<file path="src/rtl/sprite_types_pkg.sv">
// Shared sprite-pipeline types: matcher active-list entries, fetch scheduler states.
// Pure type/constant package, no logic.
package sprite_types;
  localparam int SPR_AW     = 18;
  localparam int TILE_CNT_W = 5;
  localparam int LB_XW      = 11;
  localparam int TILE_PX    = 16;

  typedef struct packed {
    logic [SPR_AW-1:0]     tilemap_addr;
    logic [TILE_CNT_W-1:0] tile_count;
    logic                  x_flip;
  } active_tilemap_addr_t;

  typedef struct packed {
    logic [LB_XW-1:0]  lb_addr;
    logic [SPR_AW-1:0] tile_bitmap_addr;
  } active_bitmap_addr_t;

  typedef enum logic [3:0] {
    IDLE, LOOKUP, CHECK, MAP_REQ, MAP_WAIT, BMP_REQ, BMP_WAIT, WRITE, DONE, DRAIN
  } sched_state_t;

  function automatic logic sched_busy(input sched_state_t s);
    return (s != IDLE) && (s != DONE);
  endfunction
endpackage

</file>
<file path="src/rtl/sprite_mem_port.sv">
// Single-outstanding req/gnt read port: holds req/addr until granted, tracks the in-flight read.
// Request visible the cycle after issue_i; abort drops an ungranted req and discards an in-flight rvalid.
module sprite_mem_port #(
  parameter int AW = 18
) (
  input  logic          clk_i,
  input  logic          rst_i,
  input  logic          issue_i,
  input  logic [AW-1:0] addr_i,
  input  logic          abort_i,
  output logic          mem_req_o,
  output logic [AW-1:0] mem_addr_o,
  input  logic          mem_gnt_i,
  input  logic          mem_rvalid_i,
  output logic          gnt_o,
  output logic          rvld_o,
  output logic          drain_need_o,
  output logic          drained_o
);
  logic          req_q, req_d;
  logic [AW-1:0] addr_q, addr_d;
  logic          pend_q, pend_d;
  logic          drop_q, drop_d;

  assign mem_req_o  = req_q;
  assign mem_addr_o = addr_q;

  always_comb begin
    gnt_o        = req_q & mem_gnt_i;
    rvld_o       = mem_rvalid_i & pend_q & ~drop_q;
    drained_o    = mem_rvalid_i & drop_q;
    // A read still owed by the memory after this cycle must be swallowed before restarting.
    drain_need_o = (pend_q & ~mem_rvalid_i) | gnt_o;
    req_d  = req_q;
    addr_d = addr_q;
    pend_d = pend_q;
    drop_d = drop_q;
    if (mem_rvalid_i && pend_q) begin
      pend_d = 1'b0;
      drop_d = 1'b0;
    end
    if (gnt_o) begin
      req_d  = 1'b0;
      pend_d = 1'b1;
    end
    if (issue_i) begin
      req_d  = 1'b1;
      addr_d = addr_i;
    end
    if (abort_i) begin
      req_d  = 1'b0;
      drop_d = drain_need_o;
    end
  end

  always_ff @(posedge clk_i) begin
    if (rst_i) begin
      req_q  <= 1'b0;
      addr_q <= '0;
      pend_q <= 1'b0;
      drop_q <= 1'b0;
    end else begin
      req_q  <= req_d;
      addr_q <= addr_d;
      pend_q <= pend_d;
      drop_q <= drop_d;
    end
  end
endmodule

</file>
<file path="src/rtl/sprite_fetch_sched.sv">
// Per-line sprite fetch scheduler: walks the matcher list, reads tilemap then bitmap per tile, writes line buffer.
// One read in flight at a time; stalls on mem_gnt/mem_rvalid; a line pulse while busy restarts (draining if needed).
module sprite_fetch_sched
  import sprite_types::*;
#(
  parameter int MAX_SPRITES = 64,
  parameter int MEM_AW      = 18,
  parameter int MEM_DW      = 32
) (
  input  logic                 clk_draw_i,
  input  logic                 rst_draw_i,
  input  logic                 line_i,
  input  logic                 enable_i,
  output logic [8:0]           sprite_index_o,
  input  logic                 valid_i,
  input  active_tilemap_addr_t tilemap_addr_i,
  input  active_bitmap_addr_t  bitmap_addr_i,
  output logic                 mem_req_o,
  output logic [MEM_AW-1:0]    mem_addr_o,
  input  logic                 mem_gnt_i,
  input  logic                 mem_rvalid_i,
  input  logic [MEM_DW-1:0]    mem_rdata_i,
  output logic                 lb_we_o,
  output logic [10:0]          lb_x_o,
  output logic                 lb_flip_o,
  output logic [MEM_DW-1:0]    lb_data_o,
  output logic                 busy_o,
  output logic                 overrun_o
);
  localparam logic [8:0] MAX_IDX = 9'(MAX_SPRITES);

  sched_state_t          state_q;
  logic [8:0]            idx_q;
  logic [TILE_CNT_W-1:0] t_q;
  active_tilemap_addr_t  map_q;
  active_bitmap_addr_t   bmp_q;
  logic                  en_q;
  logic                  lb_we_q, lb_flip_q, overrun_q;
  logic [LB_XW-1:0]      lb_x_q;
  logic [MEM_DW-1:0]     lb_data_q;

  logic                  port_issue, port_abort;
  logic [MEM_AW-1:0]     port_addr;
  logic                  port_gnt, port_rvld, port_drain_need, port_drained;
  logic                  idx_ok;
  logic [TILE_CNT_W-1:0] t_nxt, tile_off;
  logic [LB_XW-1:0]      px_off;

  assign idx_ok   = idx_q < MAX_IDX;
  assign t_nxt    = t_q + TILE_CNT_W'(1);
  assign tile_off = map_q.x_flip ? (map_q.tile_count - t_q) : t_q;
  assign px_off   = LB_XW'(tile_off) * LB_XW'(TILE_PX);

  assign port_abort = line_i & sched_busy(state_q);

  always_comb begin
    port_issue = 1'b0;
    port_addr  = '0;
    case (state_q)
      CHECK: if (valid_i && idx_ok) begin
        port_issue = 1'b1;
        port_addr  = MEM_AW'(tilemap_addr_i.tilemap_addr);
      end
      MAP_WAIT: if (port_rvld) begin
        port_issue = 1'b1;
        port_addr  = MEM_AW'(bmp_q.tile_bitmap_addr) + MEM_AW'(mem_rdata_i[8:0]);
      end
      WRITE: if (t_q < map_q.tile_count) begin
        port_issue = 1'b1;
        port_addr  = MEM_AW'(map_q.tilemap_addr) + MEM_AW'(t_nxt);
      end
      default: ;
    endcase
  end

  sprite_mem_port #(.AW(MEM_AW)) u_mem_port (
    .clk_i        (clk_draw_i),
    .rst_i        (rst_draw_i),
    .issue_i      (port_issue),
    .addr_i       (port_addr),
    .abort_i      (port_abort),
    .mem_req_o    (mem_req_o),
    .mem_addr_o   (mem_addr_o),
    .mem_gnt_i    (mem_gnt_i),
    .mem_rvalid_i (mem_rvalid_i),
    .gnt_o        (port_gnt),
    .rvld_o       (port_rvld),
    .drain_need_o (port_drain_need),
    .drained_o    (port_drained)
  );

  always_ff @(posedge clk_draw_i) begin
    if (rst_draw_i) begin
      state_q   <= IDLE;
      idx_q     <= '0;
      t_q       <= '0;
      map_q     <= '0;
      bmp_q     <= '0;
      en_q      <= 1'b0;
      lb_we_q   <= 1'b0;
      lb_x_q    <= '0;
      lb_flip_q <= 1'b0;
      lb_data_q <= '0;
      overrun_q <= 1'b0;
    end else begin
      lb_we_q   <= 1'b0;
      overrun_q <= port_abort;
      if (line_i) begin
        if (port_abort && port_drain_need) begin
          state_q <= DRAIN;
          en_q    <= enable_i;
        end else if (enable_i) begin
          idx_q   <= '0;
          state_q <= LOOKUP;
        end else begin
          state_q <= DONE;
        end
      end else begin
        case (state_q)
          LOOKUP: state_q <= CHECK;
          CHECK: begin
            if (!valid_i || !idx_ok) begin
              state_q <= DONE;
            end else begin
              map_q   <= tilemap_addr_i;
              bmp_q   <= bitmap_addr_i;
              t_q     <= '0;
              state_q <= MAP_REQ;
            end
          end
          MAP_REQ:  if (port_gnt)  state_q <= MAP_WAIT;
          MAP_WAIT: if (port_rvld) state_q <= BMP_REQ;
          BMP_REQ:  if (port_gnt)  state_q <= BMP_WAIT;
          BMP_WAIT: begin
            if (port_rvld) begin
              state_q   <= WRITE;
              lb_we_q   <= 1'b1;
              lb_data_q <= mem_rdata_i;
              lb_flip_q <= map_q.x_flip;
              lb_x_q    <= bmp_q.lb_addr + px_off;
            end
          end
          WRITE: begin
            if (t_q < map_q.tile_count) begin
              t_q     <= t_nxt;
              state_q <= MAP_REQ;
            end else begin
              idx_q   <= idx_q + 9'd1;
              state_q <= LOOKUP;
            end
          end
          DRAIN: begin
            if (port_drained) begin
              if (en_q) begin
                idx_q   <= '0;
                state_q <= LOOKUP;
              end else begin
                state_q <= DONE;
              end
            end
          end
          default: ;
        endcase
      end
    end
  end

  assign sprite_index_o = idx_q;
  assign lb_we_o        = lb_we_q;
  assign lb_x_o         = lb_x_q;
  assign lb_flip_o      = lb_flip_q;
  assign lb_data_o      = lb_data_q;
  assign busy_o         = sched_busy(state_q);
  assign overrun_o      = overrun_q;
endmodule

</file>
<file path="config.mk">
export PLATFORM = sky130hd
export DESIGN_NAME = sprite_fetch_sched
export DESIGN_NICKNAME = d
export VERILOG_FILES = /design/src/rtl/sprite_types_pkg.sv /design/src/rtl/sprite_mem_port.sv /design/src/rtl/sprite_fetch_sched.sv
export SDC_FILE = /design/constraint.sdc
export NUM_CORES = 1
export LEC_CHECK = 0
export BUFFER_PORTS_ARGS = -buffer_cell sky130_fd_sc_hd__buf_2
export CAP_MARGIN = 20
export CORE_UTILIZATION = 30
export CTS_CLUSTER_DIAMETER = 200
export DETAILED_ROUTE_END_ITERATION = 10
export SYNTH_ARGS = -nofsm -noshare
export SYNTH_HDL_FRONTEND = slang
export SYNTH_SLANG_ARGS = --single-unit
export TNS_END_PERCENT = 1
</file>
<file path="constraint.sdc">
create_clock -name clk_draw_i -period 3 [get_ports clk_draw_i]
set_clock_uncertainty 0.2 [all_clocks]
set_input_delay 0.15 -clock clk_draw_i [delete_from_list [all_inputs] [get_ports clk_draw_i]]
set_output_delay 0.15 -clock clk_draw_i [all_outputs]
set_load 0.005 [all_outputs]
</file>
=== Yosys cells after proc, flatten, opt, wreduce, memory -nomap -nowiden ===
Index checks and enable logic that the tools add are counted.

* Register bits: 139
* Output and inout port bits: 75

* Add/subtract/negate cells: 6
* $lt $le $gt $ge: 2
* Equality and inequality tests: 20
* Multiplexer cells: 36
* Bitwise gates (word level): 12
* Reduce and logical (&&, ||, !) cells: 22

{| class="wikitable"
|+ Operator list
! cell !! number
|-
| 2-to-1 mux 18 bit || 3
|-
| 2-to-1 mux 9 bit || 6
|-
| case mux 18 bit (3 select lines) || 1
|-
| 2-to-1 mux 4 bit || 10
|-
| case mux 4 bit (8 select lines) || 1
|-
| inequality test 3 bit (second input constant) || 7
|-
| adder 18 x 5 -> 18 bit || 1
|-
| adder 18 x 9 -> 18 bit || 1
|-
| case mux 9 bit (2 select lines) || 1
|-
| == test 4 x 3 -> 1 bit (second input constant) || 4
|-
| 2-to-1 mux 5 bit || 3
|-
| AND reduction 6 bit || 2
|-
| adder 11 x 9 -> 11 bit || 1
|-
| case mux 5 bit (2 select lines) || 1
|-
| adder 9 x 1 -> 9 bit (second input constant) || 1
|-
| < comparator 9 x 7 -> 1 bit (second input constant) || 1
|-
| nonzero test 9 bit || 1
|-
| == test 4 x 2 -> 1 bit (second input constant) || 2
|-
| 2-to-1 mux 1 bit || 8
|-
| nonzero test 2 bit || 4
|-
| bitwise AND 1 bit || 6
|-
| inequality test 2 bit (second input constant) || 3
|-
| AND reduction 3 bit || 2
|-
| adder 5 x 1 -> 5 bit (second input constant) || 1
|-
| 19 further kinds || 27
|}

=== Logic depth before layout (Yosys ltp) ===
Gate-level depths: netlist (run 1).

* Word-level depth: 6
* Mapped depth: 14
* Mapped depth without buffers: 14

=== Cells and area by module ===
A second synthesis (run 1) with hierarchy kept.

* Cells, all modules: 902
* Area, all modules: 7063.0 um^2

{| class="wikitable"
|+ Modules (own cells, without submodules)
! module !! instances !! cells an instance !! area each (um^2) !! sequential area each (um^2)
|-
| sprite_fetch_sched || 1 || 827 || 6282.3 || 2362.3
|-
| sprite_mem_port || 1 || 75 || 780.7 || 420.4
|}

=== Least setup slack after synthesis (run 1) ===
No wires, ideal clock.

* Path type: flip-flop to flip-flop
* From: register t_q[0]
* To: register lb_x_q[10] (netlist: lb_x_o[10])
* Library setup time: 0.086 ns
* Arrival time: 2.554 ns
* Data required time: 2.714 ns
* Path slack: 0.161 ns
* Stages on the path, launching flop included: 13
* Buffers on the path: 0
* Clock period less this slack: 2.839 ns
* Path through: dfxtp_1 ha_1 inv_1 fa_1 nand2_1 o21ai_0 fa_1 a21o_1 a21oi_1 nor2b_1 o21ai_0 xor2_1 a211oi_1

* Longest elaborated chain between the ends: 3

{| class="wikitable"
|+ RTL lines
! item !! line !! text
|-
| start, declared || sprite_fetch_sched.sv:34 || <nowiki>logic [TILE_CNT_W-1:0] t_q;</nowiki>
|-
| start signal, assigned || sprite_fetch_sched.sv:145 || <nowiki>t_q <= t_nxt;</nowiki>
|-
| subtractor 5 bit || sprite_fetch_sched.sv:51 || <nowiki>assign tile_off = map_q.x_flip ? (map_q.tile_count - t_q) : t_q;</nowiki>
|-
| 2-to-1 mux 5 bit * || sprite_fetch_sched.sv:51 ||
|-
| adder 11 x 9 -> 11 bit * || sprite_fetch_sched.sv:140 || <nowiki>lb_x_q <= bmp_q.lb_addr + px_off;</nowiki>
|-
| end signal, assigned || sprite_fetch_sched.sv:140 ||
|-
| end, declared || sprite_fetch_sched.sv:39 || <nowiki>logic [LB_XW-1:0] lb_x_q;</nowiki>
|}

Every way passes the cells marked *; elsewhere a longest branch is shown, timed or not.
A chain may end at the register's enable or synchronous reset.

=== Worst setup path in the final report (run 1) ===
* From: register map_q[1] in the netlist's numbering
* To: register lb_x_q[10] (netlist: lb_x_o[10])

* Longest elaborated chain between the ends: 3

{| class="wikitable"
|+ RTL lines
! item !! line !! text
|-
| start, declared || sprite_fetch_sched.sv:35 || <nowiki>active_tilemap_addr_t map_q;</nowiki>
|-
| start signal, assigned || sprite_fetch_sched.sv:125 || <nowiki>map_q <= tilemap_addr_i;</nowiki>
|-
| subtractor 5 bit || sprite_fetch_sched.sv:51 ||
|-
| 2-to-1 mux 5 bit || sprite_fetch_sched.sv:51 ||
|-
| adder 11 x 9 -> 11 bit || sprite_fetch_sched.sv:140 ||
|}

Every way passes these cells.

==> impl_metrics.env, run 1 <==
export IMPL_arrival_ns=2.93
export IMPL_finish_utilization_pct=42.5
export IMPL_period_share_pct=95.3
export IMPL_wl_um=21100
export IMPL_port_buffers=166
export IMPL_overflow=0
export IMPL_avgSynthCellArea_um2=7.89
export IMPL_syn_nets=993
export IMPL_power_density_nw_per_um2=460
export IMPL_dr_pass1_iters=5
export IMPL_ys_seq_area_share_pct=40.5
export IMPL_layout_nets=1243
export IMPL_met2_usage_pct=30.0
export IMPL_via_count=7103
export IMPL_die_y_um=153
export IMPL_htreeDepth=4
export IMPL_synth_compound_area_share_pct=21.9
export IMPL_drtAntennaViolNets=0
export IMPL_grt_pass1_vias=6636
export IMPL_synthCells=871
export IMPL_cts_buffers=17
export IMPL_synth_flop_cell="dfxtp_1"
export IMPL_cap_violations=0
export IMPL_slew_viol_final=0
export IMPL_synthTopCellsByArea="dfxtp_1 40%, nand2_1 12%, a21oi_1 9.4%"
export IMPL_synth_most_common_cell="nand2_1"
export IMPL_synth_xor_area_share_pct=3.57
export IMPL_place_gp_congestion=0.855
export IMPL_placementRows=55
export IMPL_worstSkewPairLatency_ns=0.43
export IMPL_synth_largest_area_cell="dfxtp_1"
export IMPL_yosysWarnings=0
export IMPL_finalSetupViolCount=0
export IMPL_worstMarginPinSlew_ns=0.862
export IMPL_synth_edf_count=0
export IMPL_area_growth_synth_to_final_pct=39.7
export IMPL_antenna_found_initial=0
export IMPL_vias_per_cell=5.01
export IMPL_synth_top_family_by_area="simple AND/OR/NAND/NOR gates"
export IMPL_hold_viol_final=0
export IMPL_cts_tree="built"
export IMPL_tns_ns=0
export IMPL_path_buf_inv=2
export IMPL_p_leak_nw=3.82
export IMPL_coreArea_um2=22600
export IMPL_die_w_um=153
export IMPL_synth_top_area_share_pct=40.5
export IMPL_fillCellCount=2312
export IMPL_relSlewSlack_pct=42.5
export IMPL_whs_ns=0.0271
export IMPL_grt_busiest_layer="met2"
export IMPL_critPathSlowestCell="fa_1"
export IMPL_crit_family="adder cells"
export IMPL_rsz0062_at_grt="yes"
export IMPL_crit_chain="inv_1 > ha_1 > inv_1 > fa_1 > a21o_1 > a21oi_1 > xnor2_1 > nand2_1 > o21ai_0 > ha_1 > nor2b_1 > o21ai_0 > xor2_1 > a211oi_1"
export IMPL_drc=0
export IMPL_status="complete, no violations"
export IMPL_die_area_um2=23500
export IMPL_clk_pin_slew_ns=0.06
export IMPL_ys_types=66
export IMPL_dr_first_iter_drc_count=387
export IMPL_min_period_ns=2.86
export IMPL_muxShareOfSynthArea_pct=0.747
export IMPL_dpl_instance_area_um2=8060
export IMPL_grt_pass1_wl_um=34200
export IMPL_synth_area_um2=6870
export IMPL_diodes=0
export IMPL_initial_core_util_pct=30.4
export IMPL_startpoint_type="flip-flop"
export IMPL_synth_seq_cells=139
export IMPL_clock_sinks=139
export IMPL_ir_drop_uv=339
export IMPL_synth_simple_area_share_pct=22.8
export IMPL_wl_per_cell_um=14.8
export IMPL_grt_start_max_net_pins=77
export IMPL_root_buffer="clkbuf_16"
export IMPL_synthAdderAreaFrac_pct=5.90
export IMPL_hp_class="input pin to flip-flop"
export IMPL_slowest_delay_ns=0.40
export IMPL_synthArstFlopShare_pct=0
export IMPL_max_freq_mhz=350
export IMPL_max_clock_path_buffers=2
export IMPL_cp_end_kind="flip-flop"
export IMPL_hpwl_um=14400
export IMPL_met3_usage_pct=4.17
export IMPL_use_met1_pct=23.5
export IMPL_ys_top_cells_by_count="220 x nand2_1, 139 x dfxtp_1, 129 x a21oi_1, 36 x nor2_1, 35 x clkbuf_1"
export IMPL_io_pins=167
export IMPL_drive_above_1_share_pct=22.0
export IMPL_track_usage_pct=18.3
export IMPL_worstPathRequired_ns=3.07
export IMPL_crit_fanout=3
export IMPL_fin_area_um2=9600
export IMPL_critPathKind="flip-flop to flip-flop"
==> cell families after synthesis <==
kind of cell	count (synthesis)
AND/OR/NAND/NOR	348
AO/OA/AOI/OAI	243
flip-flops	139
buffers and inverters	78
adder cells (fa/ha/maj)	30
XOR/XNOR	28
multiplexers	5
==> sequential cells by signal, indices dropped and copies added, names as in the netlist <==
signal,flops
bmp_q,29
en_q,1
lb_data_o,32
lb_flip_o,1
lb_we_o,1
lb_x_o,11
map_q,24
overrun_o,1
sprite_index_o,9
state_q,4
t_q,5
u_mem_port.drop_q,1
u_mem_port.mem_addr_o,18
u_mem_port.mem_req_o,1
u_mem_port.pend_q,1
==> area by class of cell <==
| type | count | area [um^2] | share of cell area, % |
|---|---|---|---|
| inverters | 28 | 105 | 1.10 |
| well taps | 285 | 357 | 3.72 |
| clock inverters | 14 | 181 | 1.89 |
| multi-input cells | 654 | 3810 | 39.7 |
| flip-flops and latches | 139 | 2780 | 29.0 |
| repair buffers | 281 | 1920 | 20.0 |
| clock buffers | 18 | 439 | 4.58 |
==> what timing repair did <==
item,in CTS,in global routing
hold buffers,88,0
endpoints found under the setup margin,0,5
gates resized for setup,0,6
endpoints found under the hold margin,107,0
buffers inserted,0,1
==> stage by stage <==
stage	setup slack (ns)	power (mW)	cells
after floorplan	0.161	2.01	871
after global placement	0.125	2.12	1298
after detailed placement	0.0769	2.12	1298
after CTS	0.0655	4.46	1418
after global routing	-0.0353	4.57	1419
final	0.142	4.41	1419
==> power by group <==
part / internal (mW) / switching [mW] / total [mW]
Combinational: 0.164 / 0.143 / 0.307
Clock: 1.35 / 0.895 / 2.24
Sequential: 1.86 / 0.00894 / 1.86
Total: 3.37 / 1.05 / 4.41
==> cells in the final DEF (no fill, tap or decap), types with 8 or more instances in the layout <==
master,n
a21o_1,9
a21oi_1,129
a31oi_1,21
and3_1,9
buf_2,165
buf_4,28
clkbuf_16,17
dfxtp_1,138
dlygate4sd3_1,88
ha_1,26
inv_1,28
nand2_1,220
nand2b_1,11
nand3_1,18
nand4_1,8
nor2_1,35
nor3_1,9
o211ai_1,8
o21ai_0,16
xnor2_1,23
==> worst reg2reg max path, stage by stage, from the launching register on <==
cell and delay (ns):
dfxtp_1 0.31, inv_1 0.05, ha_1 0.16, inv_1 0.06, fa_1 0.40, a21o_1 0.18
a21oi_1 0.17, xnor2_1 0.13, nand2_1 0.06, o21ai_0 0.11, ha_1 0.31, nor2b_1 0.14
o21ai_0 0.19, xor2_1 0.16, a211oi_1 0.08
==> worst paths after layout <==
check | end | start | depth (start not counted) | slack, ns
worst min-delay path | state_q[2]$_SDFFE_PP0P_ | line_i | 2 | 0.03
worst max register to register | lb_x_o[10]$_SDFFE_PP0P_ | map_q[1]$_SDFFE_PP0P_ | 14 | 0.14
worst min register to register | lb_x_o[1]$_SDFFE_PP0P_ | lb_x_o[1]$_SDFFE_PP0P_ | 2 | 0.25
worst max-delay path | lb_x_o[10]$_SDFFE_PP0P_ | map_q[1]$_SDFFE_PP0P_ | 14 | 0.14
==> routing by layer <==
metal / part of all wire (%) / vias up
met1: 47 / 3322
li1: - / 3551
met4: 2.1 / 0
met5: 0 / -
met3: 5.5 / 30
met2: 46 / 200
(Power assumes the default switching activity.)
==> inputs of run 2 (changes only) <==
--- a/config.mk
+++ b/config.mk
@@ -10,6 +10,7 @@
 export CORE_UTILIZATION = 30
 export CTS_CLUSTER_DIAMETER = 200
 export DETAILED_ROUTE_END_ITERATION = 10
+export PLACE_DENSITY_LB_ADDON = 0.08
 export SYNTH_ARGS = -nofsm -noshare
 export SYNTH_HDL_FRONTEND = slang
 export SYNTH_SLANG_ARGS = --single-unit
==> run 2 against run 1 <==
Net effect:
- non-clock buffer count shrank 1
- die area is the same
- sequential power hardly changed
- first-iteration DRC count is 8.8% lower
- routed wire length increased by 4.5%
- flip-flop and latch count stayed put
==> impl_metrics.env, run 2 (synthesis results as in run 1) <==
export IMPL_worstMarginPinSlew_ns=0.765
export IMPL_drtAntennaViolNets=0
export IMPL_vias_per_cell=4.89
export IMPL_slew_viol_final=0
export IMPL_finish_utilization_pct=42.7
export IMPL_power_density_nw_per_um2=448
export IMPL_die_y_um=153
export IMPL_ir_drop_uv=310
export IMPL_clock_sinks=139
export IMPL_area_growth_synth_to_final_pct=40.1
export IMPL_layout_common_cells="220 x nand2_1, 165 x buf_2, 138 x dfxtp_1"
export IMPL_port_buffers=166
export IMPL_largest_register_ffs=32
export IMPL_track_usage_pct=19.0
export IMPL_reg2reg_from="t_q[0]$_SDFFE_PP0P_"
export IMPL_die_w_um=153
export IMPL_hold_viol_final=0
export IMPL_final_common_cell="nand2_1"
export IMPL_place_gp_congestion=0.795
export IMPL_status="complete, no violations"
export IMPL_io_pins=167
export IMPL_root_buffer="clkbuf_16"
export IMPL_via_count=6938
export IMPL_total_power_mw=4.31
export IMPL_startpoint_type="flip-flop"
export IMPL_cts_tree="built"
export IMPL_critPathCapture="u_mem_port.mem_addr_o[12]$_SDFFE_PP0P_"
export IMPL_antenna_found_initial=1
export IMPL_wl_per_cell_um=15.5
export IMPL_grt_start_max_net_pins=70
export IMPL_crit_start="t_q[0]$_SDFFE_PP0P_"
export IMPL_die_area_um2=23500
export IMPL_worstSkewPairLatency_ns=0.42
export IMPL_whs_ns=0.0827
export IMPL_grt_pass1_vias=6736
export IMPL_relSlewSlack_pct=49.0
export IMPL_final_cells=1419
export IMPL_p_leak_nw=3.81
export IMPL_drc=0
export IMPL_layout_nets=1242
export IMPL_hp_class="input pin to flip-flop"
export IMPL_placedCellCount=1296
export IMPL_coreArea_um2=22600
export IMPL_placementRows=55
export IMPL_reg2regPathDepth=11
export IMPL_initial_core_util_pct=30.4
export IMPL_r2r_end="u_mem_port.mem_addr_o[12]$_SDFFE_PP0P_"
export IMPL_rrSetupSlack_ns=0.17
export IMPL_rsz0062_at_grt="no"
export IMPL_finalSetupViolCount=0
export IMPL_min_period_ns=2.83
export IMPL_cp_end_kind="flip-flop"
export IMPL_max_clock_path_buffers=2
export IMPL_crit_fanout=7
export IMPL_hpwl_um=14900
export IMPL_critPathKind="flip-flop to flip-flop"
export IMPL_overflow=0
export IMPL_max_freq_mhz=353
export IMPL_drive_above_1_share_pct=22.0
export IMPL_grt_pass1_wl_um=35700
export IMPL_wl_um=22000
export IMPL_dr_pass1_iters=5
export IMPL_worstPathRequired_ns=3.07
export IMPL_tns_ns=0
export IMPL_cts_buffers=17
export IMPL_period_share_pct=94.5
export IMPL_cap_violations=0
export IMPL_clk_pin_slew_ns=0.07
export IMPL_htreeDepth=4
export IMPL_dr_first_iter_drc_count=353
export IMPL_arrival_ns=2.91
run 2: changes by cell type in the layout (fill, tap and decap cells not counted), moves of 2 or more:
cell	delta
buf_12	+4
buf_4	-6
bufinv_16	-2
clkinv_4	+2
clkinvlp_4	-3
ha_1	-2
run 2: worst min-delay path by stage:
stage                            startpoint  slack (ns)                                     to  cells past startpoint
after floorplan           bitmap_addr_i[18]        0.09                 bmp_q[18]$_SDFFE_PP0P_                      2
after detailed placement    mem_rdata_i[31]        0.20             lb_data_o[31]$_SDFFE_PP0P_                      3
final                            rst_draw_i        0.08  u_mem_port.mem_addr_o[1]$_SDFFE_PP0P_                      2
after CTS                        rst_draw_i        0.08  u_mem_port.mem_addr_o[1]$_SDFFE_PP0P_                      2
after global routing             rst_draw_i        0.10         u_mem_port.pend_q$_SDFFE_PP0P_                      2
after global placement      mem_rdata_i[29]        0.19             lb_data_o[29]$_SDFFE_PP0P_                      3
run 2: timing repair:
item / 4_1_cts / 5_1_grt
endpoints found under the hold margin: 108 / 0
setup endpoints to repair: 0 / 8
resized for setup: 0 / 9
setup buffers: 0 / 1
hold buffers: 89 / 0
run 2: report_power, final:
part           total [mW]  switching [mW]  internal [mW]
clock network        2.14           0.943           1.20
registers            1.86         0.00948           1.85
logic               0.308           0.141          0.166
run 2: critical path, stage by stage (launching register included):
cell	delay, ns
dfxtp_1	0.31
buf_4	0.16
ha_2	0.34
inv_1	0.06
fa_1	0.40
nand2b_1	0.19
a21oi_1	0.14
buf_4	0.17
o211ai_1	0.11
xnor2_1	0.17
a222oi_1	0.33
a31oi_1	0.13
run 2: metal layers:
metal	global-route usage, %	share of wire [%]
met4	5.81	1.4
met2	30.0	44
met5	0	0
met1	25.5	49
met3	4.68	5.7
run 2: final cells by class:
cell class                      count  area (um^2)
Antenna cell                        1         2.50
Clock buffer                       18          439
Tap cell                          285          357
Inverter                           28          105
Multi-Input combinational cell    654         3830
Fill cell                        2367        12900
Timing Repair Buffer              280         1960
Sequential cell                   139         2780
Clock inverter                     14          153
run 2: through the flow:
stage | worst slack (ns) | area (um^2)
3_5_place_dp | 0.0132 | 8100
5_1_grt | 0.000188 | 9630
6_report | 0.166 | 9630
3_3_place_gp | 0.0622 | 8100
4_1_cts | 0.00598 | 9580
2_1_floorplan | 0.161 | 6870
==> inputs of run 3 (changes only) <==
--- a/config.mk
+++ b/config.mk
@@ -10,7 +10,7 @@
 export CORE_UTILIZATION = 30
 export CTS_CLUSTER_DIAMETER = 200
 export DETAILED_ROUTE_END_ITERATION = 10
-export PLACE_DENSITY_LB_ADDON = 0.08
+export PLACE_DENSITY_LB_ADDON = 0.1
 export SYNTH_ARGS = -nofsm -noshare
 export SYNTH_HDL_FRONTEND = slang
 export SYNTH_SLANG_ARGS = --single-unit
==> run 3 against run 2 <==
Net effect:
- sequential power is essentially flat
- worst hold slack improved by 0.097 ns
- routed wire length is essentially flat
- via count is 0.13% lower
- power decreased by 1.3%
- fmax rose by 0.36%
- first-iteration DRC count is 0.28% lower
- cell count up 0.63%
- worst setup slack gained 0.010 ns
- largest cell class unchanged
==> impl_metrics.env, run 3 (synthesis results as in run 1) <==
export IMPL_status="complete, no violations"
export IMPL_critPathKind="input pin to flip-flop"
export IMPL_p_leak_nw=3.85
export IMPL_dr_first_iter_drc_count=352
export IMPL_relSlewSlack_pct=55.0
export IMPL_placementRows=55
export IMPL_finish_utilization_pct=42.8
export IMPL_root_buffer="clkbuf_16"
export IMPL_place_gp_congestion=0.800
export IMPL_clk_pin_slew_ns=0.06
export IMPL_die_area_um2=23500
export IMPL_track_usage_pct=19.2
export IMPL_drc=0
export IMPL_drive_above_1_share_pct=21.7
export IMPL_intPower_mw=3.13
export IMPL_swShare_pct=26.5
export IMPL_ir_drop_uv=363
export IMPL_hold_viol_final=0
export IMPL_startpoint_type="input pin"
export IMPL_die_y_um=153
export IMPL_min_period_ns=2.82
export IMPL_p_sw_mw=1.13
export IMPL_max_clock_path_buffers=2
export IMPL_max_freq_mhz=354
export IMPL_io_pins=167
export IMPL_cp_end_kind="flip-flop"
export IMPL_vias_per_cell=4.85
export IMPL_wl_um=22000
export IMPL_hpwl_um=15200
export IMPL_total_power_mw=4.26
export IMPL_fin_area_um2=9650
export IMPL_dr_pass1_iters=5
export IMPL_p_comb_share_pct=7.3
export IMPL_crit_fanout=4
export IMPL_largest_register_ffs=32
export IMPL_layout_nets=1251
export IMPL_antenna_found_initial=1
export IMPL_area_growth_synth_to_final_pct=40.4
export IMPL_setup_ws_ns=0.177
export IMPL_slew_viol_final=0
export IMPL_overflow=0
export IMPL_arrival_ns=2.91
export IMPL_die_w_um=153
export IMPL_reg2reg_from="t_q[0]$_SDFFE_PP0P_"
export IMPL_rrSetupSlack_ns=0.20
export IMPL_placedCellCount=1299
export IMPL_whs_endpoint="map_q[13]$_SDFFE_PP0P_"
export IMPL_whs_path_depth=6
export IMPL_final_cells=1428
export IMPL_reg2regPathDepth=11
export IMPL_dpl_instance_area_um2=8100
export IMPL_drtAntennaViolNets=0
export IMPL_via_count=6929
export IMPL_coreArea_um2=22600
export IMPL_r2r_end="u_mem_port.mem_addr_o[8]$_SDFFE_PP0P_"
export IMPL_dp_slack_ns=0.0407
export IMPL_clock_sinks=139
export IMPL_grt_pass1_vias=6890
export IMPL_clkPwrFrac_pct=49.0
export IMPL_cap_violations=0
export IMPL_cts_buffers=17
export IMPL_power_density_nw_per_um2=441
export IMPL_wl_per_cell_um=15.4
export IMPL_min_delay_start="valid_i"
export IMPL_finalSetupViolCount=0
export IMPL_grt_start_max_net_pins=52
export IMPL_initial_core_util_pct=30.4
export IMPL_worstPathRequired_ns=3.08
export IMPL_cts_tree="built"
export IMPL_pwr_share_seq_pct=43.8
export IMPL_htreeDepth=4
export IMPL_whs_ns=0.180
export IMPL_hp_class="input pin to flip-flop"
export IMPL_period_share_pct=94.1
export IMPL_worstSkewPairLatency_ns=0.43
export IMPL_grt_pass1_wl_um=35700
export IMPL_port_buffers=166
export IMPL_tns_ns=0
export IMPL_final_common_cell="nand2_1"
export IMPL_layout_common_cells="220 x nand2_1, 165 x buf_2, 139 x dfxtp_1"
export IMPL_worstMarginPinSlew_ns=0.668
run 3: cell count changes in the layout (fill, tap and decap cells not counted), sizes merged:
cell | before | now
clkinv | 6 | 4
bufinv | 1 | 0
clkinvlp | 0 | 2
inv | 35 | 37
dlygate4sd3 | 89 | 95
clkbuf | 18 | 17
buf | 191 | 194
run 3: critical path: stages:
cell	delay, ns
dlygate4sd3_1	0.53
buf_2	0.12
ha_1	0.16
inv_1	0.06
fa_1	0.37
nand2b_1	0.20
a21o_1	0.21
a211o_2	0.37
a21oi_1	0.18
mux2i_1	0.41
a221oi_1	0.13
run 3: area by class of cell:
class | instances | area, um^2
antenna | 1 | 2.50
inverter | 28 | 105
clock inverter | 15 | 150
sequential | 139 | 2780
tap | 285 | 357
multi-input combinational | 654 | 3810
timing repair buffer | 289 | 2020
fill | 2311 | 12900
clock buffer | 17 | 425
run 3: how the worst max path moves through the flow:
stage / from / end / slack (ns) / cells past startpoint
final: mem_rdata_i[0] / u_mem_port.mem_addr_o[14]$_SDFFE_PP0P_ / 0.18 / 11
after global routing: t_q[1]$_SDFFE_PP0P_ / lb_x_o[9]$_SDFFE_PP0P_ / -0.009 / 14
after CTS: map_q[1]$_SDFFE_PP0P_ / lb_x_o[10]$_SDFFE_PP0P_ / 0.01 / 13
after detailed placement: map_q[1]$_SDFFE_PP0P_ / lb_x_o[10]$_SDFFE_PP0P_ / 0.04 / 13
after global placement: map_q[1]$_SDFFE_PP0P_ / lb_x_o[10]$_SDFFE_PP0P_ / 0.1 / 13
after floorplan: t_q[0]$_SDFFE_PP0P_ / lb_x_o[10]$_SDFFE_PP0P_ / 0.16 / 12
run 3: power by group through the flow:
stage	Sequential [mW]	Clock, mW	Combinational [mW]
2_1_floorplan	1.90	0	0.103
3_3_place_gp	1.91	0	0.218
3_5_place_dp	1.91	0	0.217
4_1_cts	1.86	2.16	0.309
5_1_grt	1.86	2.24	0.336
6_report	1.86	2.08	0.309
run 3: repair_timing:
item                                   CTS  global route
setup endpoints to repair                0             5
hold buffers                            95             0
endpoints found under the hold margin  112             0
buffers inserted                         0             1
gates resized for setup                  0             6
run 3: per-layer routing:
metal / GRT usage [%] / part of all wire (%) / up-vias
met3: 4.56 / 4.9 / 10
met1: 26.0 / 49 / 3177
met5: 0 / 0 / -
met2: 30.3 / 45 / 167
met4: 5.10 / 0.72 / 0
li1: - / - / 3575
